===== config.mk =====
export PLATFORM = sky130hd
export DESIGN_NAME = wb_regfile
export DESIGN_NICKNAME = d
export VERILOG_FILES = /design/src/rtl/rv_pkg.sv /design/src/rtl/regfile_core.sv /design/src/rtl/wb_regfile.sv
export SDC_FILE = /design/constraint.sdc
export NUM_CORES = 2
export LEC_CHECK = 0
export ABC_AREA = 1
export BUFFER_PORTS_ARGS = -buffer_cell sky130_fd_sc_hd__buf_4
export CAP_MARGIN = 20
export CORE_ASPECT_RATIO = 1.1
export CORE_MARGIN = 1.5
export CORE_UTILIZATION = 45
export CTS_CLUSTER_DIAMETER = 40
export DETAILED_ROUTE_END_ITERATION = 16
export SETUP_SLACK_MARGIN = 0.3
export SLEW_MARGIN = 20
export SYNTH_ARGS = -nofsm -noshare
export SYNTH_HDL_FRONTEND = slang
export SYNTH_SLANG_ARGS = --single-unit

===== constraint.sdc =====
create_clock -name clk -period 1.59 [get_ports clk]
set_clock_uncertainty 0.2 [all_clocks]
set_input_delay 0.159 -clock clk [delete_from_list [all_inputs] [get_ports clk]]
set_output_delay 0.159 -clock clk [all_outputs]
set_load 0.02 [all_outputs]

===== src/rtl/rv_pkg.sv =====
`default_nettype none
// ============================================================================
//  Module      : rv_pkg
//  Description : Shared integer-datapath constants and types for the
//                writeback stage and the register file.
//  Revision    : 1.0 - initial release
// ============================================================================
package rv_pkg;

    localparam int        XLEN_DEF   = 32;
    localparam int        REG_ADDR_W = 5;
    localparam logic [4:0] ZERO_REG  = 5'd0;

    typedef logic [REG_ADDR_W-1:0] reg_idx_t;
    typedef logic [XLEN_DEF-1:0]   xword_t;

endpackage : rv_pkg
`default_nettype wire


===== src/rtl/regfile_core.sv =====
`default_nettype none
// ============================================================================
//  Module      : regfile_core
//  Description : Raw register storage. One synchronous write port, two
//                combinational read ports, asynchronous clear of every entry.
//                No x0 handling here; the wrapper owns architectural rules.
//  Ports       : clk, rst_n      - clock, async active-low reset
//                i_we/i_waddr/i_wdata - write port
//                i_raddr1/2 -> o_rdata1/2 - raw read ports
//  Revision    : 1.0 - initial release
// ============================================================================
module regfile_core #(
    parameter int XLEN  = 32,
    parameter int NREGS = 32,
    parameter int AW    = (NREGS > 1) ? $clog2(NREGS) : 1
) (
    input  logic            clk,
    input  logic            rst_n,
    input  logic            i_we,
    input  logic [AW-1:0]   i_waddr,
    input  logic [XLEN-1:0] i_wdata,
    input  logic [AW-1:0]   i_raddr1,
    input  logic [AW-1:0]   i_raddr2,
    output logic [XLEN-1:0] o_rdata1,
    output logic [XLEN-1:0] o_rdata2
);

    logic [XLEN-1:0] r_regs [NREGS];

    always_ff @(posedge clk or negedge rst_n) begin
        if (!rst_n) begin
            for (int i = 0; i < NREGS; i++) begin
                r_regs[i] <= '0;
            end
        end else if (i_we) begin
            r_regs[i_waddr] <= i_wdata;
        end
    end

    assign o_rdata1 = r_regs[i_raddr1];
    assign o_rdata2 = r_regs[i_raddr2];

endmodule : regfile_core
`default_nettype wire


===== src/rtl/wb_regfile.sv =====
`default_nettype none
// ============================================================================
//  Module      : wb_regfile
//  Description : Writeback stage and architectural integer register file.
//                Selects ALU/load data, commits it, serves two read ports with
//                x0 masking and optional write-first bypass, exposes the
//                writeback value to the forwarding unit and counts commits.
//  Ports       : clk, rst_n                    - clock, async active-low reset
//                wb_alu_result, wb_mem_data    - writeback candidates
//                wb_rd, wb_reg_write, wb_mem_to_reg - writeback control
//                rs1_addr/rs2_addr -> rs1_data/rs2_data - read ports
//                wb_fwd_data, wb_fwd_valid     - forwarding tap
//                wb_count                      - committed write counter
//  Revision    : 1.0 - initial release
// ============================================================================
module wb_regfile
    import rv_pkg::*;
#(
    parameter int XLEN      = XLEN_DEF,
    parameter int NREGS     = 32,
    parameter int BYPASS_EN = 1
) (
    input  logic            clk,
    input  logic            rst_n,
    input  logic [XLEN-1:0] wb_alu_result,
    input  logic [XLEN-1:0] wb_mem_data,
    input  logic [4:0]      wb_rd,
    input  logic            wb_reg_write,
    input  logic            wb_mem_to_reg,
    input  logic [4:0]      rs1_addr,
    input  logic [4:0]      rs2_addr,
    output logic [XLEN-1:0] rs1_data,
    output logic [XLEN-1:0] rs2_data,
    output logic [XLEN-1:0] wb_fwd_data,
    output logic            wb_fwd_valid,
    output logic [31:0]     wb_count
);

    localparam int c_AW = (NREGS > 1) ? $clog2(NREGS) : 1;

    logic [XLEN-1:0] w_fwd_data;
    logic            w_fwd_valid;
    logic            w_commit;
    logic [XLEN-1:0] w_raw1;
    logic [XLEN-1:0] w_raw2;
    logic [31:0]     r_wb_count;

    // Indices at or beyond NREGS have no storage: writes drop, reads give 0.
    function automatic logic in_range(input logic [4:0] idx);
        return 32'(idx) < 32'(NREGS);
    endfunction

    assign w_fwd_data  = wb_mem_to_reg ? wb_mem_data : wb_alu_result;
    assign w_fwd_valid = wb_reg_write && (wb_rd != ZERO_REG);
    // The forwarding tap reports any nonzero destination; the storage write
    // additionally needs the index to exist.
    assign w_commit    = w_fwd_valid && in_range(wb_rd);

    regfile_core #(
        .XLEN  (XLEN),
        .NREGS (NREGS),
        .AW    (c_AW)
    ) u_core (
        .clk      (clk),
        .rst_n    (rst_n),
        .i_we     (w_commit),
        .i_waddr  (wb_rd[c_AW-1:0]),
        .i_wdata  (w_fwd_data),
        .i_raddr1 (rs1_addr[c_AW-1:0]),
        .i_raddr2 (rs2_addr[c_AW-1:0]),
        .o_rdata1 (w_raw1),
        .o_rdata2 (w_raw2)
    );

    // Priority: x0 / nonexistent index, then same-cycle bypass, then storage.
    function automatic logic [XLEN-1:0] read_port(
        input logic [4:0]      addr,
        input logic [XLEN-1:0] raw
    );
        if (addr == ZERO_REG || !in_range(addr)) begin
            return '0;
        end else if (BYPASS_EN != 0 && w_commit && addr == wb_rd) begin
            return w_fwd_data;
        end else begin
            return raw;
        end
    endfunction

    assign rs1_data = read_port(rs1_addr, w_raw1);
    assign rs2_data = read_port(rs2_addr, w_raw2);

    // Wraps silently at 2^32.
    always_ff @(posedge clk or negedge rst_n) begin
        if (!rst_n) begin
            r_wb_count <= 32'd0;
        end else if (w_commit) begin
            r_wb_count <= r_wb_count + 32'd1;
        end
    end

    assign wb_fwd_data  = w_fwd_data;
    assign wb_fwd_valid = w_fwd_valid;
    assign wb_count     = r_wb_count;

endmodule : wb_regfile
`default_nettype wire


==> results.md <==
- Status: complete, but fails checks
- Failing checks: negative hold slack, negative setup slack
- First-pass detailed-route iteration total: 9
- Most used DFF post-synth: dfrtp_1
- Reg area: 0.0264 sq mm
- Syn_area_per_cell: 7.15 sq um
- Hold Path Depth: 4
- Final Setup Violations: 202
- RSZ-0062 raised after global routing: true
- RePlAce Congestion: 0.968
- CP Launch Type: register
- Min-delay worst type: primary input to register
- Total Routing Usage GR: 41.2%
- DR vias: 68,412
- Die width: 354 um
- Total wire length: 295,000 um
- Post-synth EDFFs: 0
- Die H: 389 um
- Cell Area, Synth: 0.0608 sq mm
- Yosys warning count: 0
- H-Tree Depth: 4
- Combinational power share: 28.2%
- MaxCap Viol Count: 0
- Synthesized flop and latch total: 1,056
- Peak supply drop: 1.23 mV
- Die area: 0.137 sq mm
- DR DRC count: 0
- Crit path DAT: 2480 ps
- Layout fillers: 10,859
- Post-DRT Antenna Nets: 0
- Reg2reg end: wb_count[19]
- Final period util: 179%
- Sw Share: 33.2%
- Via density: 5.96
- Multi-input gate area: 0.0330 sq mm
- Worst skew pair latency: 810 ps
- Buffer depth of the longest clock path: 3
- WS Path Type: register to output pin
- Core footprint: 0.134 sq mm
- Hold WS: -333 ps
- Initial Utilization: 45.3%
- Pre-CTS setup slack: -1110 ps
- Final Critical Period: 2840 ps
- Seq/Total Area, Yosys: 43.4%
- R2R Path Start: wb_count[6]
- Grt total ovfl: 0
- I/O Buffers: 211
- Clock root cell: clkbuf_16
- Share of synthesized flip-flops with an asynchronous set or reset: 100%
- CTS Sinks: 1,056
- Initial antenna violation count: 2
- CP max FO: 2
- Layout area overhead: 46.8%
- Final WS setup: -1250 ps
- Final Max Tran Viols: 0
- Slew at the pin closest to its max-slew limit: 740 ps
- Row count: 141
- Synth Instances: 8,513
- Cell Pwr Density: 1210 mW/mm^2
- Relative slew slack: 50.7%
- Largest net degree at the start of global routing: 110
- Layout cells sized above 1: 31.2%
- Net count, final: 9,622
- Num CTS Buffers: 178
- Hold Path End: u_core.r_regs[120]
- CP Capture Type: output pin
- Synth cell types: 38
- Switch Pwr: 35.8 mW
- Flop pwr share: 33.6%
- Clk pwr share: 38.2%
- WP data required: 1230 ps
- Iteration-0 DRC Markers: 8,854
- R2R cell count: 8
- Vias in the first global route: 64,145
- Ports: 212
- First-pass GRT wire length: 421,000 um
- Routed length per placed instance: 25.7 um
- Fmax: 0.352 GHz
- Final Hold Viols: 609
- Syn Nets: 8,597
- Post-DP HPWL: 190,000 um
- Clk slew on worst S/H paths: 50 ps
- CTS tree: built
- Leakage: 41.6 nW
- Hold Path Origin: wb_alu_result[24]
- Reg2Reg Setup Slack: -230 ps
- Cell internal pwr: 72.0 mW
-- kinds of logic (layout without fill, tap and decap cells) --
| kind of cell | Yosys count | after routing | synth area share [%] |
|---|---|---|---|
| other | 0 | 2 | 0 |
| xor gates and xnor gates | 37 | 37 | 0.533 |
| buffers and inverters | 1590 | 2764 | 10.7 |
| and+or+nand+nor | 3639 | 3639 | 25.6 |
| DFF | 1056 | 1056 | 43.4 |
| AOI/OAI and AO/OA | 2190 | 2190 | 19.7 |
| adders and majority gates | 1 | 1 | 0.0206 |
-- how the worst max path moves through the flow --
| stage | startpoint | end | cells after the start |
|---|---|---|---|
| after floorplan | rs2_addr[2] | rs2_data[3] | 8 |
| after global placement | wb_rd[4] | rs2_data[9] | 15 |
| after detailed placement | wb_rd[4] | rs2_data[9] | 15 |
| after CTS | u_core.r_regs[290] | rs2_data[2] | 11 |
| after global routing | u_core.r_regs[771] | rs2_data[3] | 11 |
| final | u_core.r_regs[3] | rs2_data[3] | 13 |
-- area by class of cell --
| type | count | area share (%) |
|---|---|---|
| well taps | 1787 | 2.50 |
| inverters | 835 | 3.83 |
| clock inverters | 113 | 1.63 |
| repair buffers | 1600 | 20.0 |
| diodes | 2 | 0.00560 |
| multi-input cells | 5867 | 36.9 |
| flip-flops and latches | 1056 | 29.6 |
| clock buffers | 216 | 5.48 |
-- critical path, stage by stage (launching register included) --
cell and delay (ps):
dfrtp_1 380, inv_2 60, nand2_1 40, o211ai_1 80
nand3_1 150, nand2_2 150, nand2_4 60, nand2_4 90
nand2_2 60, nor2_2 140, buf_4 140, nor2_4 40
buf_12 140, buf_8 120
-- repair_timing --
action,in CTS,in global routing
endpoints found under the setup margin,868,807
endpoints found under the hold margin,1824,605
hold buffers,23,7
cloned,10,8
pin swaps,438,400
resized for setup,1153,539
buffers inserted,167,99
-- per-layer routing --
layer / global-route usage (%) / vias up / wire [um]
met2: 60.9 / 4454 / 126000
met3: 11.0 / 1046 / 36200
met5: 0 / - / 85
li1: - / 30162 / -
met4: 26.5 / 4 / 22300
met1: 53.2 / 32746 / 110000
-- per-stage QoR --
step	util, %	cells	cell area [sq um]	power [mW]	TNS, ps
finish	66.5	11476	89300	108	-83110
global route	66.5	11475	89300	112	-90320
CTS	64.6	11370	86700	105	-80090
detailed placement	55.2	10841	74100	61.1	-621900
global placement	55.2	10841	74100	60.5	-622480
floorplan	-	8513	62700	49.8	-52790
-- registers in the layout, indices dropped and copies added (netlist names) --
signal / cells
u_core.r_regs: 1024
wb_count: 32
-- cell usage in the layout, fill, tap and decap left out, types with 336 or more instances in the layout --
master and instances:
dfrtp_1 1039, buf_12 339, nand3_1 645, buf_4 955, nand3_2 336, o21ai_0 525
inv_1 658, o21ai_1 771, nand2_1 1989, o211ai_1 391
-- power groups by stage --
stage	Clock, mW	Combinational, mW	Sequential, mW
2_1_floorplan	0	14.2	35.6
4_1_cts	41.3	28.2	35.9
3_3_place_gp	0	24.4	36.0
5_1_grt	42.5	32.9	36.8
3_5_place_dp	0	24.9	36.2
6_report	41.2	30.4	36.2
-- Yosys cell counts, types with 12 or more instances --
| cell | count | share of area (%) |
|---|---|---|
| or2_2 | 54 | 0.56 |
| buf_1 | 65 | 0.40 |
| xor2_1 | 19 | 0.27 |
| clkbuf_1 | 318 | 2.0 |
| o211ai_1 | 391 | 4.8 |
| o21ai_2 | 13 | 0.19 |
| inv_1 | 803 | 5.0 |
| xnor2_1 | 18 | 0.26 |
| o21ai_1 | 610 | 5.0 |
| o21ai_0 | 734 | 6.0 |
| nor2_4 | 12 | 0.22 |
| dfrtp_1 | 1056 | 43 |
| nand3_1 | 1032 | 8.5 |
| nand2_4 | 21 | 0.39 |
| nand2_1 | 2152 | 13 |
| nor2_1 | 324 | 2.0 |
| buf_2 | 357 | 2.9 |
| inv_2 | 23 | 0.14 |
| a21oi_1 | 440 | 3.6 |
No activity file was read; power rests on OpenSTA's default activity.
